[src/rtl/io_seq_gen_pkg.sv]
// Shared types and defaults for the io_seq_gen pattern sequencer.
// Holds the register address defaults, the FSM state enum and the entry/ctrl layouts.
package io_seq_gen_pkg;

  localparam logic [6:0] DEF_ADDR_CTRL   = 7'd64;
  localparam logic [6:0] DEF_ADDR_STATIC = 7'd65;
  localparam logic [6:0] DEF_ADDR_WPTR   = 7'd66;
  localparam logic [6:0] DEF_ADDR_WDATA  = 7'd67;

  localparam int DEPTH = 16;
  localparam int IDX_W = $clog2(DEPTH);

  typedef enum logic [1:0] {
    IDLE  = 2'd0,
    ARMED = 2'd1,
    RUN   = 2'd2
  } state_t;

  typedef struct packed {
    logic [15:0] dwell;
    logic [15:0] value;
  } entry_t;

  typedef struct packed {
    logic [3:0] last_idx;
    logic       loop;
    logic       enable;
  } ctrl_t;

  // A dwell of zero still holds the entry for one cycle.
  function automatic logic [15:0] load_count(input logic [15:0] dwell);
    return (dwell == 16'd0) ? 16'd0 : dwell - 16'd1;
  endfunction

endpackage

[src/rtl/io_seq_gen_if.sv]
// Serial register bus, trigger and bank-output signals of one io_seq_gen instance.
interface io_seq_gen_if;
  logic [6:0]  serial_addr;
  logic [31:0] serial_data;
  logic        serial_strobe;
  logic        trigger;
  logic [15:0] reg_out;
  logic        busy;
  logic [3:0]  step_idx;
  logic        done;

  modport master (
    output serial_addr, serial_data, serial_strobe, trigger,
    input  reg_out, busy, step_idx, done
  );

  modport slave (
    input  serial_addr, serial_data, serial_strobe, trigger,
    output reg_out, busy, step_idx, done
  );
endinterface

[src/rtl/io_seq_mem.sv]
// Pattern table: synchronous write, asynchronous read so it maps onto distributed RAM.
// Contents are deliberately not reset.
module io_seq_mem #(
  parameter int DEPTH = 16,
  parameter int WIDTH = 32,
  parameter int AW    = $clog2(DEPTH)
) (
  input  logic             clock,
  input  logic             we,
  input  logic [AW-1:0]    waddr,
  input  logic [WIDTH-1:0] wdata,
  input  logic [AW-1:0]    raddr,
  output logic [WIDTH-1:0] rdata
);

  logic [WIDTH-1:0] mem [DEPTH];

  always_ff @(posedge clock) begin
    if (we) begin
      mem[waddr] <= wdata;
    end
  end

  assign rdata = mem[raddr];

endmodule

[src/rtl/io_seq_gen.sv]
// Output value generator for one io_pins bank: a masked static value plus a
// triggered {dwell,value} pattern playback with optional looping.
module io_seq_gen
  import io_seq_gen_pkg::*;
#(
  parameter logic [6:0] ADDR_CTRL   = DEF_ADDR_CTRL,
  parameter logic [6:0] ADDR_STATIC = DEF_ADDR_STATIC,
  parameter logic [6:0] ADDR_WPTR   = DEF_ADDR_WPTR,
  parameter logic [6:0] ADDR_WDATA  = DEF_ADDR_WDATA
) (
  input logic         clock,
  input logic         reset,
  io_seq_gen_if.slave bus
);

  ctrl_t             ctrl;
  logic [15:0]       static_val;
  logic [IDX_W-1:0]  wptr;
  state_t            state;
  state_t            state_next;
  logic [15:0]       cnt;
  logic [15:0]       run_val;
  logic [IDX_W-1:0]  step;
  logic              done_q;
  logic              load;
  logic              finish;
  logic [IDX_W-1:0]  load_idx;
  logic              mem_we;
  logic [31:0]       rd_data;
  entry_t            rd_entry;

  assign mem_we   = bus.serial_strobe && (bus.serial_addr == ADDR_WDATA);
  assign rd_entry = entry_t'(rd_data);

  io_seq_mem #(.DEPTH(DEPTH), .WIDTH(32)) u_mem (
    .clock (clock),
    .we    (mem_we),
    .waddr (wptr),
    .wdata (bus.serial_data),
    .raddr (load_idx),
    .rdata (rd_data)
  );

  always_ff @(posedge clock) begin
    if (reset) begin
      ctrl       <= '0;
      static_val <= '0;
      wptr       <= '0;
    end else if (bus.serial_strobe) begin
      if (bus.serial_addr == ADDR_CTRL) begin
        ctrl <= '{last_idx: bus.serial_data[7:4],
                  loop:     bus.serial_data[1],
                  enable:   bus.serial_data[0]};
      end else if (bus.serial_addr == ADDR_STATIC) begin
        static_val <= (static_val & ~bus.serial_data[31:16]) |
                      (bus.serial_data[15:0] & bus.serial_data[31:16]);
      end else if (bus.serial_addr == ADDR_WPTR) begin
        wptr <= bus.serial_data[IDX_W-1:0];
      end else if (bus.serial_addr == ADDR_WDATA) begin
        wptr <= wptr + 1'b1;
      end
    end
  end

  always_ff @(posedge clock) begin
    if (reset) begin
      state <= IDLE;
    end else begin
      state <= state_next;
    end
  end

  // Next state plus which table entry (if any) is loaded at this edge.
  always_comb begin
    state_next = state;
    load       = 1'b0;
    finish     = 1'b0;
    load_idx   = '0;
    case (state)
      IDLE: begin
        if (ctrl.enable) state_next = ARMED;
      end
      ARMED: begin
        if (!ctrl.enable) begin
          state_next = IDLE;
        end else if (bus.trigger) begin
          state_next = RUN;
          load       = 1'b1;
        end
      end
      RUN: begin
        if (!ctrl.enable) begin
          state_next = IDLE;
        end else if (cnt == 16'd0) begin
          if (step != ctrl.last_idx) begin
            load     = 1'b1;
            load_idx = step + 1'b1;
          end else if (ctrl.loop) begin
            load = 1'b1;
          end else begin
            state_next = ARMED;
            finish     = 1'b1;
          end
        end
      end
      default: state_next = IDLE;
    endcase
  end

  always_ff @(posedge clock) begin
    if (reset) begin
      cnt     <= '0;
      run_val <= '0;
      step    <= '0;
      done_q  <= 1'b0;
    end else begin
      done_q <= finish;
      if (load) begin
        run_val <= rd_entry.value;
        cnt     <= load_count(rd_entry.dwell);
        step    <= load_idx;
      end else if (state == RUN && cnt != 16'd0) begin
        cnt <= cnt - 16'd1;
      end
    end
  end

  // Outside RUN the bank follows static_val directly, so static writes show up next cycle.
  always_comb begin
    bus.reg_out  = static_val;
    bus.busy     = 1'b0;
    bus.step_idx = '0;
    bus.done     = done_q;
    if (state == RUN) begin
      bus.reg_out  = run_val;
      bus.busy     = 1'b1;
      bus.step_idx = step;
    end
  end

endmodule
[src/flat_wrapper.sv]
// flat-port wrapper written by rule: the top's interface ports become plain ports
module io_seq_gen_flat import io_seq_gen_pkg::*;
#(
  parameter logic [6:0] ADDR_CTRL   = DEF_ADDR_CTRL,
  parameter logic [6:0] ADDR_STATIC = DEF_ADDR_STATIC,
  parameter logic [6:0] ADDR_WPTR   = DEF_ADDR_WPTR,
  parameter logic [6:0] ADDR_WDATA  = DEF_ADDR_WDATA
)
  (clock, reset, bus_serial_addr, bus_serial_data, bus_serial_strobe, bus_trigger, bus_reg_out, bus_busy, bus_step_idx, bus_done);
  io_seq_gen_if bus_i ();
  input logic clock;
  input logic reset;
  input wire logic [$bits(bus_i.serial_addr)-1:0] bus_serial_addr;
  input wire logic [$bits(bus_i.serial_data)-1:0] bus_serial_data;
  input wire logic [$bits(bus_i.serial_strobe)-1:0] bus_serial_strobe;
  input wire logic [$bits(bus_i.trigger)-1:0] bus_trigger;
  output wire logic [$bits(bus_i.reg_out)-1:0] bus_reg_out;
  output wire logic [$bits(bus_i.busy)-1:0] bus_busy;
  output wire logic [$bits(bus_i.step_idx)-1:0] bus_step_idx;
  output wire logic [$bits(bus_i.done)-1:0] bus_done;
  assign bus_i.serial_addr = bus_serial_addr;
  assign bus_i.serial_data = bus_serial_data;
  assign bus_i.serial_strobe = bus_serial_strobe;
  assign bus_i.trigger = bus_trigger;
  assign bus_reg_out = bus_i.reg_out;
  assign bus_busy = bus_i.busy;
  assign bus_step_idx = bus_i.step_idx;
  assign bus_done = bus_i.done;
  io_seq_gen #(.ADDR_CTRL(ADDR_CTRL), .ADDR_STATIC(ADDR_STATIC), .ADDR_WPTR(ADDR_WPTR), .ADDR_WDATA(ADDR_WDATA)) u_core (.clock(clock), .reset(reset), .bus(bus_i));
endmodule
[config.mk]
export PLATFORM = sky130hd
export DESIGN_NAME = io_seq_gen_flat
export DESIGN_NICKNAME = d
export VERILOG_FILES = /design/src/rtl/io_seq_gen_pkg.sv /design/src/rtl/io_seq_gen_if.sv /design/src/rtl/io_seq_mem.sv /design/src/rtl/io_seq_gen.sv /design/src/flat_wrapper.sv
export SDC_FILE = /design/constraint.sdc
export NUM_CORES = 1
export LEC_CHECK = 0
export BUFFER_PORTS_ARGS = -buffer_cell sky130_fd_sc_hd__buf_2
export CAP_MARGIN = 5
export CORE_ASPECT_RATIO = 0.75
export CORE_UTILIZATION = 40
export DETAILED_ROUTE_END_ITERATION = 8
export MAX_ROUTING_LAYER = met4
export SLEW_MARGIN = 20
export SYNTH_ARGS = -nofsm -noshare
export SYNTH_HDL_FRONTEND = slang
export SYNTH_HIERARCHICAL = 1
export SYNTH_SLANG_ARGS = --single-unit
[constraint.sdc]
create_clock -name clock -period 8.5 [get_ports clock]
set_input_delay 1.275 -clock clock [delete_from_list [all_inputs] [get_ports clock]]
set_output_delay 1.275 -clock clock [all_outputs]
set_load 0.005 [all_outputs]
---- Word level (Yosys, flattened, before mapping) ----
Memories as Yosys holds them, arrays and structs flattened.
Cells that the tools add are included.
cells by class
  reductions and logical operators ........ 13
  equality and inequality tests ........... 12
  bitwise gates (word level) .............. 9
  mux-type cells .......................... 30
  add/subtract/negate cells ............... 4
operators with widths
  operator                                                               count
  16-bit two-way mux                                                     4
  16-bit AND                                                             2
  16-bit zero test                                                       2
  16-bit by 1-bit subtractor with 16-bit output (second input constant)  2
  7-bit == test (second input constant)                                  4
  4-bit two-way mux                                                      7
  16-bit NOT                                                             1
  16-bit bitwise OR                                                      1
  16-bit nonzero test                                                    1
  2-bit two-way mux                                                      7
  3-bit inequality test (second input constant)                          4
  1-bit two-way mux                                                      10
  4-bit by 1-bit adder with 4-bit output (second input constant)         2
  2-bit one-hot mux with 3 select lines                                  1
  1-bit NOT                                                              5
  5-bit AND reduction                                                    1
  5-bit OR reduction                                                     1
  4-bit inequality test                                                  1
  4-bit AND reduction                                                    1
  2-bit nonzero test                                                     2
  3-bit AND reduction                                                    1
  2-bit by 1-bit == test with 1-bit output (second input constant)       1
  2-bit == test (second input constant)                                  1
  1-bit logical AND                                                      2
  other kinds (4)                                                        4
word-level totals
  input bits .............................. 43
  bits in writable memories ............... 512
  logic and storage cells ................. 79
  memories kept ........................... 1
  register bits after elaboration ......... 65
  output and inout port bits .............. 22
memory list
  memory            words  width  read ports  clocked after memory_dff  wr ports  line              text
  u_core.u_mem.mem  16     32     1           0                         1         io_seq_mem.sv:16  logic [WIDTH-1:0] mem [DEPTH];

---- Logic depth before layout (Yosys ltp) ----
Gate-level depths: netlist (run 1).
An unclocked memory read counts as a cell.
  depth in word-level cells ............... 9
  gate-level depth with buffers ........... 19
  mapped depth without buffers ............ 16

---- Modules after synthesis ----
Netlist (run 1), hierarchy kept.
modules (own cells, without submodules)
  module      area an instance (um^2)  sequential area each (um^2)  cells each  times used
  io_seq_mem  19194.7                  15374.7                      806         1
  io_seq_gen  3947.5                   1301.2                       491         1

---- Least setup slack after synthesis (run 1) ----
No wires, ideal clock.
  path type ............................... input to register
  start ................................... in bus_serial_addr[3]
  end ..................................... mem u_core.u_mem.mem[0][0], enable pin
  cell stages on the path ................. 6
  path buffers ............................ 1
  required time ........................... 8.039 ns
  data arrival time ....................... 4.908 ns
  setup slack ............................. 3.131 ns
  library setup time ...................... 0.461 ns
  path through ............................ nor4_1 -> and4_1 -> clkbuf_1 -> and2_1 -> or3b_2 -> nor3_1
between the ends
  longest elaborated chain between the ends .. 4
ends and longest elaborated chain
  element                                  line                text
  from (decl)                              flat_wrapper.sv:13  input wire logic [$bits(bus_i.serial_addr)-1:0] bus_serial_addr;
  7-bit == test                            io_seq_gen.sv:32    assign mem_we = bus.serial_strobe && (bus.serial_addr == ADDR_WDATA);
  1-bit logical AND                        io_seq_gen.sv:32
  net u_core.mem_we                        io_seq_gen.sv:28    logic mem_we;
  1-bit two-way mux                        io_seq_mem.sv:19    if (we) begin
  1-bit two-way mux (not written as such)  io_seq_mem.sv:20    mem[waddr] <= wdata;
  to (decl)                                io_seq_mem.sv:16
The timed path passes the listed nets, and every way through them passes these cells.

---- Worst setup path after layout (run 1) ----
  start ................................... reg u_core.state[0]
  end ..................................... reg u_core.cnt[3]
between the ends
  longest elaborated chain between the ends .. 6
  elaborated cells on any way between the ends .. 11
  classes of those cells .................. 1 x add/sub; 2 x eq/ne; 4 x mux; 3 x reduce/logical; 1 x memory
ends and longest elaborated chain
  element                                                                            line                  text
  from (decl)                                                                        io_seq_gen.sv:19      state_t state;
  from (signal assigned)                                                             io_seq_gen.sv:69      state <= state_next;
  2-bit == test *                                                                    io_seq_gen.sv:79      case (state)
  4-bit two-way mux *                                                                io_seq_gen.sv:79
  net u_core.load_idx[1]                                                             io_seq_gen.sv:27      logic [IDX_W-1:0] load_idx;
  memory 16 x 32 bit *                                                               n/a
  net u_core.rd_data[17]                                                             io_seq_gen.sv:29      logic [31:0] rd_data;
  16-bit by 1-bit subtractor with 16-bit output or 16-bit zero test (tied branches)  io_seq_gen_pkg.sv:32  return (dwell == 16'd0) ? 16'd0 : dwell - 16'd1;
  16-bit two-way mux *                                                               io_seq_gen_pkg.sv:32
  16-bit two-way mux *                                                               io_seq_gen.sv:118     if (load) begin
  to (signal assigned)                                                               io_seq_gen.sv:120     cnt <= load_count(rd_entry.dwell);
  to (signal assigned)                                                               io_seq_gen.sv:123     cnt <= cnt - 16'd1;
  to (decl)                                                                          io_seq_gen.sv:21      logic [15:0] cnt;
The timed path passes the listed nets; every way through them passes the cells marked *.
A chain may end at the register's enable or synchronous reset.

==> key figures, run 1 <==
Logic synthesis
  • FFs w/ async S/R, synth: 0%
  • Post-Syn Area per Cell: 17.8 sq um
  • Post-synthesis compound-gate area fraction: under 10%
  • Sequential fraction of the synthesis area: slightly above 70%
  • Number of synthesized register bits: 577
  • Multiplexer share of the synthesized area: 13.9%
  • Largest family of logic cells by synthesized area: multiplexers
  • Main flop type after synthesis: edfxtp_1
  • Syn Inst Count: 1297
  • Library cells used by synthesis: 61
  • Synth Warn #: 6
  • Post-synth EDFFs: 512
  • Simple-gate share of the synthesized area: 5.96%
  • Adder-Cell Fraction of Synth Area: less than 1%
  • Mapped Area: 0.0231 sq mm
  • Post-synth net total: 1349
  • Xor and xnor area share after synthesis: less than 1%

Power and ir drop
  • Sequential share of power: 54.6%
  • Sw frac: 19.7%
  • Power Density: 214 mW/mm^2
  • Worst IR Drop VDD: about 170 uV
  • Clock share of power: between 40% and 50%
  • Int Pwr: 4.53 mW
  • Psw: 1.11 mW
  • Logic gate share of total power: 1.3%
  • Leakage: 8.12 nW

Worst setup path
  • Slowest CP cell: and2_4
  • Worst Path Buf+Inv: 3
  • Crit-path most repeated cell: nand2_1
  • Setup CP Type: flop to flop
  • Worst-path cell chain: inv_1 > ha_2 > nand2_1 > nor3_1 > and2_4 > buf_4 > mux4_2 > a22oi_1 > nand2_1 > inv_1 > ha_1 > nor2b_1 > and3_1 > nand2_1 > and4_1 > a211o_1
  • Crit path required time: 8980 ps
  • Startpoint Class: flop
  • Arr. time, crit path: about 6500 ps
  • CP max stage delay: ~940 ps
  • Crit Path Max Fanout: 64
  • Worst setup EP type: flop
  • Reg2reg setup slack: between 2000 and 3000 ps
  • Crit-path leading delay family: simple AND/OR/NAND/NOR gates

Floorplanning
  • Die Y: 210 um
  • Io pins: 65
  • Full die area: roughly 0.059 sq mm
  • FP Rows: 75
  • Initial core utilization: between 40% and 50%
  • Core ar.: 0.0565 sq mm
  • Die width: 280 um

Finish
  • Nets: 1421
  • Filler Cell Count: 4830
  • Most common cell after layout, fill and taps aside: edfxtp_1
  • Share of layout cells above drive strength 1: 25.4%
  • Post-layout util: 46.6%
  • Commonest cells after routing, fill and taps aside: 512 x edfxtp_1, 128 x mux4_2, 66 x a22oi_1, 65 x dfxtp_1, 64 x buf_2
  • Layout area overhead: 13.8%

Global route
  • Antenna violations before repair: 6
  • Pin count of the biggest net entering global routing: 85
  • Vias in the first global route: ~13000
  • GR Overflow Total: 0
  • First-pass GRT wire length: 85700 um
  • Tot GR Track Use: about a fifth

STA
  • Slew Limit Headroom: 28.5%
  • Minimum clock period: about 6000 ps
  • Max Slew Vio Count: 0
  • Crit share post-route: 70.4%
  • Clock Skews: around 32 ps
  • Setup_tns: 0 ps
  • Hold Vio Cnt, Final: 0
  • Peak Freq: 167 MHz
  • Worst Slack Setup Final: 2520 ps
  • Least-Margin Pin Slew: 1070 ps
  • Hold_ws: around 460 ps
  • RSZ-0062 raised after global routing: false
  • Setup-failing EPs final: 0

Clocking
  • Worst-skew pair later-pin latency: around 610 ps
  • Reg clk slew, reported paths: about 70 ps
  • CTS buffer count: 54
  • Clock Sinks: around 580
  • Max clock buf depth: 3
  • Post-CTS Setup Inserts: 0
  • Post-CTS sizing: 0
  • Root buffer cell: clkbuf_16
  • Hold_buf cts: 0
  • H-tree depth: 2
  • CTS tree: built

Placement
  • DP HPWL: 32500 um
  • Gpl congestion: 0.834
  • Input/output buffers: 64
  • Dpl ws: 2660 ps

Min path
  • Tightest Hold Check Type: flop to flop

Drt
  • TritonRoute pass-1 iters: 7
  • Wire per inst: 27.1 um
  • Post-DRT Antenna Nets: 0
  • DRC viols: 0
  • Total routed wirelength: 59200 um
  • Vias per cell: 5.84
  • Iter 0 DRT Violations: 1407
  • Vias: about 13000

Run status
  • Outcome: finished clean

Run
  • Max Cap Violations: 0
flip-flops by register name (all words and copies together) (netlist names), named ones only:
| register | flops |
|---|---|
| u_core/state | 2 |
| u_core/cnt | 16 |
| u_core/run_val | 16 |
| u_core/bus.done | 1 |
| u_core/u_mem/mem | 512 |
| u_core/ctrl | 6 |
| u_core/wptr | 4 |
| u_core/step | 4 |
synth_stat cells (4+ instances only):
cell	instances	share of area, %
a211oi_1	5	0.16
a21oi_1	44	0.95
a22oi_1	66	2.1
a31oi_1	7	0.19
and2_1	8	0.22
and4_1	5	0.19
buf_1	12	0.19
buf_2	10	0.22
buf_4	11	0.36
clkbuf_1	43	0.70
dfxtp_1	65	5.6
edfxtp_1	512	66
ha_1	9	0.49
inv_1	14	0.23
mux2_2	19	0.92
mux2i_1	11	0.48
mux4_2	128	12
nand2_1	62	1.0
nand3_1	57	1.2
nand4_1	14	0.38
nand4b_1	4	0.15
nor2_1	45	0.73
nor2b_1	7	0.19
nor3_1	24	0.52
nor4_1	8	0.22
o21ai_0	24	0.52
o31ai_1	6	0.19
or3_1	7	0.19
or4_1	7	0.23
xnor2_1	17	0.64
worst register-to-register path: cells and delay by family, from the launching register on:
kind	cells	cell delay (ps)
muxes	1	360
AOI/OAI and AO/OA	2	500
buffers and inverters	3	710
and+or+nand+nor	8	3040
DFF	1	340
adders and majority gates	2	930
metal layers:
layer	part of all wire [%]	track usage [%]	vias up	wire length [um]
li1	-	-	5457	-
met1	44	28.9	6733	26100
met2	46	31.3	491	27100
met3	7.9	4.28	100	4710
met4	2.3	5.05	0	1380
met5	0	-	-	0
path summary, 6_finish.rpt:
| kind | startpoint | to | cells past startpoint |
|---|---|---|---|
| worst max register to register | u_core/state[0] | u_core/cnt[3] | 16 |
| worst max-delay path | u_core/state[0] | u_core/cnt[3] | 16 |
| worst min register to register | flop | flop | 2 |
| worst min-delay path | flop | flop | 2 |
area by class of cell:
class / count / area, sq um / area share, %
Sequential cell: 577 / 16700 / 63.3
Tap cell: 770 / 963 / 3.66
Multi-Input combinational cell: 628 / 6240 / 23.7
Antenna cell: 3 / 7.51 / 0.0285
Inverter: 14 / 52.6 / 0.200
Clock buffer: 79 / 1570 / 5.95
Timing Repair Buffer: 94 / 558 / 2.12
Clock inverter: 23 / 267 / 1.01
cells by family after synthesis:
| logic type | count (synthesis) |
|---|---|
| DFF | 577 |
| muxes | 158 |
| buffers and inverters | 92 |
| AOI/OAI and AO/OA | 175 |
| xor gates and xnor gates | 20 |
| adders and majority gates | 9 |
| and+or+nand+nor | 266 |
power groups by stage:
stage,registers (mW),clock network (mW),logic (mW)
global route,3.08,2.62,0.0778
global placement,3.14,0,0.0688
floorplan,3.14,0,0.0125
finish,3.08,2.49,0.0711
CTS,3.08,2.53,0.0716
detailed placement,3.14,0,0.0716
metrics by stage:
stage               total power, mW  cell area, sq um  std cells
floorplan                      3.16             23100       1297
global placement               3.21             24500       2083
detailed placement             3.22             24500       2083
CTS                            5.68             26300       2185
global route                   5.78             26300       2187
finish                         5.64             26300       2188
Power figures use the tool's default switching activity.
==> inputs of run 2 (changes only) <==
--- a/config.mk
+++ b/config.mk
@@ -5,6 +5,7 @@
 export SDC_FILE = /design/constraint.sdc
 export NUM_CORES = 1
 export LEC_CHECK = 0
+export ABC_AREA = 1
 export BUFFER_PORTS_ARGS = -buffer_cell sky130_fd_sc_hd__buf_2
 export CAP_MARGIN = 5
 export CORE_ASPECT_RATIO = 0.75
==> constraint.sdc (replaced) <==
create_clock -name clock -period 5.2 [get_ports clock]
set_input_delay 0.78 -clock clock [delete_from_list [all_inputs] [get_ports clock]]
set_output_delay 0.78 -clock clock [all_outputs]
set_load 0.005 [all_outputs]
==> run 2 against run 1 <==
  * Critical path depth increased by 9
  * Hold slack gained 6.8 ps
  * Total power is 78% higher
  * Maximum frequency rose by 36%
  * Combinational power grew to 10 times the previous value
  * Final cell count is 67% higher
  * Flip-flop and latch count is the same
  * Utilization is 1.1 points lower
  * Largest cell class unchanged
  * Largest power group unchanged
==> key figures, run 2 <==
Logic synthesis
  • Synth top area share: 59.0% (was 66.4%)
  • Post-Syn Area per Cell: 9.65 sq um (was 17.8 sq um)
  • Most frequent cell after synthesis: nand2_1 (was edfxtp_1)
  • Post-synth net total: 2754 (was 1349)
  • Number of synthesized register bits: 577 (unchanged)
  • Mapped Area: 0.0261 sq mm (was 0.0231 sq mm)
  • Synth Warn #: 6 (unchanged)
  • Post-synth EDFFs: 512 (unchanged)
  • Library cells used by synthesis: 37 (was 61)
  • Syn Inst Count: 2702 (was 1297)
  • Post-synth top cells: 804 x nand2_1, 512 x edfxtp_1, 470 x inv_1 (was 512 x edfxtp_1, 128 x mux4_2, 66 x a22oi_1)
  • FFs w/ async S/R, synth: 0% (unchanged)
  • Cell accounting for the most synthesized area: edfxtp_1 (unchanged)
  • Top post-synthesis cells by area: edfxtp_1 59%, nand2_1 12%, nand3_1 8.1% (was edfxtp_1 66%, mux4_2 12%, dfxtp_1 5.6%)
  • Sequential fraction of the synthesis area: 64.0% (was 72.1%)
  • Main flop type after synthesis: edfxtp_1 (unchanged)

Floorplanning
  • Full die area: 0.0662 sq mm (was 0.0588 sq mm)
  • Initial core utilization: 40.8% (was 41.0%)
  • Core ar.: 0.0640 sq mm (was 0.0565 sq mm)
  • FP Rows: 80 (was 75)
  • Die width: 297 um (was 280 um)
  • Io pins: 65 (unchanged)
  • Die Y: 223 um (was 210 um)

STA
  • Hold Vio Cnt, Final: 0 (unchanged)
  • Peak Freq: 228 MHz (was 167 MHz)
  • Least-Margin Pin Slew: 1040 ps (was 1070 ps)
  • Crit share post-route: 84.4% (was 70.4%)
  • Minimum clock period: 4390 ps (was 5980 ps)
  • Clock Skews: 16.3 ps (was 31.5 ps)
  • Max Slew Vio Count: 0 (unchanged)
  • Setup-failing EPs final: 0 (unchanged)
  • Slew Limit Headroom: 30.5% (was 28.5%)
  • Setup_tns: 0 ps (unchanged)
  • RSZ-0062 raised after global routing: false (unchanged)

Drt
  • Vias per cell: 5.11 (was 5.84)
  • Wire per inst: 19.6 um (was 27.1 um)
  • Iter 0 DRT Violations: 1759 (was 1407)
  • Post-DRT Antenna Nets: 0 (unchanged)
  • Total routed wirelength: 71600 um (was 59200 um)
  • TritonRoute pass-1 iters: 6 (was 7)
  • DRC viols: 0 (unchanged)
  • Vias: 18600 (was 12800)

Global route
  • GR Overflow Total: 0 (unchanged)
  • Vias in the first global route: 18100 (was 12800)
  • First-pass GRT wire length: 110000 um (was 85700 um)
  • Antenna violations before repair: 2 (was 6)
  • Pin count of the biggest net entering global routing: 130 (was 85)
  • Tot GR Track Use: 22.4% (was 20.7%)

Placement
  • Gpl congestion: 0.941 (was 0.834)
  • Input/output buffers: 64 (unchanged)
  • DP HPWL: 42600 um (was 32500 um)

Run status
  • Outcome: finished clean (unchanged)

Worst setup path
  • Slowest CP cell: buf_4 (was and2_4)
  • R2R Path End: u_core/cnt[14] (was u_core/cnt[3])
  • Startpoint Class: flop (unchanged)
  • Crit Path Max Fanout: 61 (was 64)
  • Worst setup EP type: flop (unchanged)
  • Worst setup path startpoint: u_core/step[0] (was u_core/state[0])
  • Crit path required time: 5670 ps (was 8980 ps)
  • Reg2reg setup slack: 810 ps (was 2520 ps)
  • CP max stage delay: 570 ps (was 940 ps)
  • Setup CP Type: flop to flop (unchanged)
  • FF-to-FF Start: u_core/step[0] (was u_core/state[0])
  • Crit-path most repeated cell: nand2_1 (unchanged)
  • Length in cells of the worst reg-to-reg path: 25 (was 16)
  • Worst setup endpoint: u_core/cnt[14] (was u_core/cnt[3])
  • Arr. time, crit path: 4860 ps (was 6460 ps)

Clocking
  • Post-CTS sizing: 0 (unchanged)
  • CTS tree: built (unchanged)
  • Worst-skew pair later-pin latency: 610 ps (about the same)
  • CTS buffer count: 55 (was 54)
  • Max clock buf depth: 3 (unchanged)
  • Clock Sinks: 577 (unchanged)
  • Post-CTS Setup Inserts: 0 (unchanged)
  • Reg clk slew, reported paths: 60 ps (was 70 ps)
  • Hold_buf cts: 0 (unchanged)
  • Root buffer cell: clkbuf_16 (unchanged)
  • H-tree depth: 2 (unchanged)

Min path
  • Tightest Hold Check Type: flop to flop (unchanged)

Power and ir drop
  • Psw: 2.30 mW (was 1.11 mW)
  • Sw frac: 22.9% (was 19.7%)
  • Logic gate share of total power: 7.4% (was 1.3%)
  • Leakage: 12.2 nW (was 8.12 nW)
  • Sequential share of power: 51.0% (was 54.6%)
  • Design Power: 10.1 mW (was 5.64 mW)
  • Clock share of power: 41.6% (was 44.1%)
  • Int Pwr: 7.76 mW (was 4.53 mW)
  • Power Density: 345 mW/mm^2 (was 214 mW/mm^2)
  • Worst IR Drop VDD: 268 uV (was 173 uV)

Run
  • Max Cap Violations: 0 (unchanged)

Finish
  • Layout area overhead: 11.7% (was 13.8%)
  • Biggest register: u_core/u_mem/mem (unchanged)
  • Biggest regs: u_core/u_mem/mem: 512 flops, u_core/cnt: 16 flops, u_core/run_val: 16 flops (unchanged)
  • Max reg flops: 512 (unchanged)
  • Number of diodes: 0 (was 3)
  • Most common cell after layout, fill and taps aside: nand2_1 (was edfxtp_1)
  • Share of layout cells above drive strength 1: 8.55% (was 25.4%)
  • Commonest cells after routing, fill and taps aside: 804 x nand2_1, 512 x edfxtp_1, 469 x inv_1, 424 x nand3_1, 100 x nor2_1 (was 512 x edfxtp_1, 128 x mux4_2, 66 x a22oi_1, 65 x dfxtp_1, 64 x buf_2)
  • Nets: 2790 (was 1421)
-- run 2: power groups by stage --
stage          clock [mW]  sequential (mW)  combinational, mW
3_3_place_gp            0             5.22              0.730
2_1_floorplan           0             5.21              0.509
3_5_place_dp            0             5.22              0.743
5_1_grt              4.44             5.13              0.838
6_report             4.19             5.13              0.746
4_1_cts              4.26             5.12              0.746
-- run 2: critical path: cells and delay by family (launching register included) --
family                 cells  cell delay [ps]
AND/OR/NAND/NOR           18             2150
AO/OA/AOI/OAI              1               60
flip-flops                 1              460
buffers and inverters      6             1450
-- run 2: cells by family after synthesis --
kind of cell | share of synthesized area [%]
xor gates and xnor gates | 0.739
adders and majority gates | 0.432
AOI/OAI and AO/OA | 2.37
buffers and inverters | 10.0
and+or+nand+nor | 22.4
muxes | 0.0432
DFF | 64.0
-- run 2: how the worst min path moves through the flow --
stage / cells after the start / slack [ps] / to
floorplan: 2 / 430 / flop
global placement: 2 / 450 / flop
detailed placement: 2 / 450 / flop
CTS: 2 / 460 / flop
global route: 2 / 490 / flop
finish: 2 / 460 / flop
-- run 2: metal layers --
metal  vias to the layer above  GRT usage [%]  wire, um
li1                       8790              -         -
met3                       110           3.41      5370
met2                       722           34.8     32300
met1                      9010           30.8     32300
met4                         0           5.50      1570
met5                         -              -         0
-- run 2: cell type report --
cell class / count / area, sq um
clock inverter: 23 / 258
inverter: 474 / 1790
timing repair buffer: 104 / 761
sequential: 577 / 16700
clock buffer: 81 / 1650
tap: 861 / 1080
fill: 6008 / 34800
multi-input combinational: 1526 / 6920
-- run 2: per-stage QoR --
stage | hold WS (ps) | instance area, sq um | std cells | worst slack, ps | util, %
after floorplan | 434 | 26100 | 2702 | 1600 | -
after global placement | 449 | 27200 | 3540 | 926 | 42.5
after detailed placement | 453 | 27200 | 3542 | 921 | 42.6
after CTS | 463 | 29100 | 3646 | 900 | 45.5
after global routing | 494 | 29100 | 3646 | 267 | 45.5
final | 464 | 29100 | 3646 | 810 | 45.5
==> inputs of run 3 (changes only) <==
--- a/config.mk
+++ b/config.mk
@@ -5,7 +5,7 @@
 export SDC_FILE = /design/constraint.sdc
 export NUM_CORES = 1
 export LEC_CHECK = 0
-export ABC_AREA = 1
+export ABC_AREA = 0
 export BUFFER_PORTS_ARGS = -buffer_cell sky130_fd_sc_hd__buf_2
 export CAP_MARGIN = 5
 export CORE_ASPECT_RATIO = 0.75
==> constraint.sdc (replaced) <==
create_clock -name clock -period 4.2 [get_ports clock]
set_input_delay 0.63 -clock clock [delete_from_list [all_inputs] [get_ports clock]]
set_output_delay 0.63 -clock clock [all_outputs]
set_load 0.005 [all_outputs]
==> run 3 against run 2 <==
  * Hold slack got worse by 41 ps
  * Sequential power rose by 22%
  * Maximum frequency rose by 7.3%
  * Non-clock buffer count rose by 61
  * Via count fell by 30%
  * Critical path depth fell by 8
  * Routed wire length fell by 16%
  * Critical endpoint is now u_core/cnt[10]
==> key figures, run 3 (same netlist as run 1, synthesis figures left out) <==
STA
  • Hold Vio Cnt, Final: 0 (unchanged)
  • Least-Margin Pin Slew: 999 ps (was 1040 ps)
  • Setup-failing EPs final: 0 (unchanged)
  • Slew Limit Headroom: 33.3% (was 30.5%)
  • Max Slew Vio Count: 0 (unchanged)
  • Crit share post-route: 97.4% (was 84.4%)
  • Peak Freq: 244 MHz (was 228 MHz)
  • Clock Skews: 37.7 ps (was 16.3 ps)
  • RSZ-0062 raised after global routing: true (was false)
  • Hold_ws: 422 ps (was 464 ps)
  • Minimum clock period: 4090 ps (was 4390 ps)
  • Setup_tns: 0 ps (unchanged)

Worst setup path
  • Reg2reg setup slack: 110 ps (was 810 ps)
  • Arr. time, crit path: 4510 ps (was 4860 ps)
  • CP max stage delay: 510 ps (was 570 ps)
  • Startpoint Class: flop (unchanged)
  • Worst-path cell chain: nor4_2 > nand4_1 > or3_4 > nor2_4 > buf_6 > buf_12 > mux4_2 > a22oi_1 > nand2_1 > inv_1 > ha_1 > nor2b_2 > and3_4 > buf_6 > nor2b_1 > nor4_1 > a211oi_1
  • FF-to-FF Start: u_core/cnt[10] (was u_core/step[0])
  • Setup CP Type: flop to flop (unchanged)
  • Slowest CP cell: mux4_2 (was buf_4)
  • Crit-path leading delay family: simple AND/OR/NAND/NOR gates (unchanged)
  • Crit path required time: 4620 ps (was 5670 ps)
  • Worst Path Buf+Inv: 4 (was 6)
  • Crit-path most repeated cell: buf_6 (was nand2_1)
  • Length in cells of the worst reg-to-reg path: 17 (was 25)
  • Crit Path Max Fanout: 13 (was 61)
  • R2R Path End: u_core/cnt[10] (was u_core/cnt[14])
  • Worst setup EP type: flop (unchanged)

Drt
  • DRC viols: 0 (unchanged)
  • Post-DRT Antenna Nets: 0 (unchanged)
  • TritonRoute pass-1 iters: 5 (was 6)
  • Wire per inst: 26.5 um (was 19.6 um)
  • WL met1: 25800 um (was 32300 um)
  • Met3 wire len: 5040 um (was 5370 um)
  • Iter 0 DRT Violations: 1512 (was 1759)
  • Vias: 13100 (was 18600)
  • DR WL met2: 28000 um (was 32300 um)
  • Vias per cell: 5.81 (was 5.11)
  • Top Metal Used: met4 (unchanged)
  • Total routed wirelength: 59900 um (was 71600 um)

Finish
  • Layout area overhead: 18.0% (was 11.7%)
  • Max reg flops: 512 (unchanged)
  • Most common cell after layout, fill and taps aside: edfxtp_1 (was nand2_1)
  • Commonest cells after routing, fill and taps aside: 512 x edfxtp_1, 128 x mux4_2, 80 x buf_4, 64 x buf_2, 64 x dfxtp_1 (was 804 x nand2_1, 512 x edfxtp_1, 469 x inv_1, 424 x nand3_1, 100 x nor2_1)
  • Nets: 1493 (was 2790)
  • Fin cells: 2259 (was 3646)
  • Reg area: 0.0167 sq mm (about the same)
  • Filler Cell Count: 4763 (was 6008)
  • Share of layout cells above drive strength 1: 31.4% (was 8.55%)
  • Biggest register: u_core/u_mem/mem (unchanged)
  • Biggest regs: u_core/u_mem/mem: 512 flops, u_core/cnt: 16 flops, u_core/run_val: 16 flops (unchanged)
  • Multi-input logic area: 0.00646 sq mm (was 0.00692 sq mm)
  • Fin area: 0.0273 sq mm (was 0.0291 sq mm)

Floorplanning
  • Die width: 280 um (was 297 um)
  • Full die area: 0.0588 sq mm (was 0.0662 sq mm)
  • Core ar.: 0.0565 sq mm (was 0.0640 sq mm)
  • Io pins: 65 (unchanged)
  • Initial core utilization: 41.0% (was 40.8%)
  • FP Rows: 75 (was 80)
  • Die Y: 210 um (was 223 um)

Power and ir drop
  • Design Power: 11.4 mW (was 10.1 mW)
  • Leakage: 8.58 nW (was 12.2 nW)
  • Power Density: 416 mW/mm^2 (was 345 mW/mm^2)
  • Worst IR Drop VDD: 284 uV (was 268 uV)

Clocking
  • CTS tree: built (unchanged)
  • Reg clk slew, reported paths: 60 ps (about the same)
  • CTS buffer count: 54 (was 55)
  • Hold_buf cts: 0 (unchanged)
  • Root buffer cell: clkbuf_16 (unchanged)
  • Clock Sinks: 577 (unchanged)
  • H-tree depth: 2 (unchanged)
  • Max clock buf depth: 3 (unchanged)
  • Worst-skew pair later-pin latency: 600 ps (was 610 ps)

Global route
  • Pin count of the biggest net entering global routing: 49 (was 130)
  • Vias in the first global route: 13000 (was 18100)
  • Antenna violations before repair: 5 (was 2)
  • First-pass GRT wire length: 86900 um (was 110000 um)
  • GR Overflow Total: 0 (unchanged)
  • Tot GR Track Use: 20.9% (was 22.4%)

Placement
  • DP HPWL: 33900 um (was 42600 um)
  • Dpl cell area: 0.0251 sq mm (was 0.0272 sq mm)
  • Dpl cells: 2141 (was 3542)
  • Input/output buffers: 64 (unchanged)
  • Gpl congestion: 0.882 (was 0.941)

Min path
  • Hold Startpoint: bus_serial_data[11]
  • Hold Path Depth: 1 (was 2)
  • Hold worst-path end: u_core/u_mem/mem[2][11]
  • Tightest Hold Check Type: input pin to flop (was flop to flop)

Run
  • Max Cap Violations: 0 (unchanged)

Run status
  • Outcome: finished clean (unchanged)
run 3: changes by cell type in the layout (fill, tap and decap cells not counted), moves of 19 or more:
cell / delta
buf_4: +50
o21ai_0: -19
inv_1: -457
mux4_2: +128
o21ai_1: -22
a22oi_1: +55
nor2_1: -71
nand2_1: -749
nand3_1: -367
run 3: final cells by class:
cell class                      instances  share of cell area, %
Sequential cell                       577                   61.1
Multi-Input combinational cell        629                   23.7
Timing Repair Buffer                  165                   4.86
Clock buffer                           82                   5.71
Inverter                               14                  0.192
Antenna cell                            3                 0.0275
Tap cell                              770                   3.53
Clock inverter                         19                  0.944
run 3: routing by layer:
metal  GRT usage, %  up-vias
li1               -     5594
met1           29.5     6861
met2           31.8      578
met3           3.96       89
met4           4.20        0
met5              -        -
run 3: worst max path at each step:
| stage | from | to | slack, ps | depth (start not counted) |
|---|---|---|---|---|
| floorplan | u_core/cnt[0] | u_core/cnt[9] | 3 | 17 |
| global placement | u_core/cnt[1] | u_core/cnt[9] | 20 | 15 |
| CTS | u_core/cnt[1] | u_core/cnt[9] | 10 | 16 |
| global route | u_core/cnt[1] | u_core/cnt[10] | -60 | 18 |
| finish | u_core/cnt[10] | u_core/cnt[10] | 110 | 17 |
| detailed placement | u_core/cnt[0] | u_core/cnt[9] | -90 | 17 |
run 3: where the power goes:
part / internal [mW] / total [mW] / switching [mW]
Combinational: 0.0248 / 0.146 / 0.121
Clock: 2.88 / 4.98 / 2.10
Sequential: 6.24 / 6.24 / 0.00229
Total: 9.14 / 11.4 / 2.22
run 3: metrics by stage:
stage | setup slack, ps | utilization [%]
after global routing | -56.4 | 48.3
after detailed placement | -87.7 | 44.4
after floorplan | 3.05 | -
after CTS | 10.4 | 47.9
after global placement | 18.0 | 44.4
final | 109 | 48.3
run 3: timing repair:
action	4_1_cts	5_1_grt
pin swaps	8	33
endpoints found under the setup margin	14	16
gates cloned	1	2
setup buffers	6	6
gates resized for setup	16	38
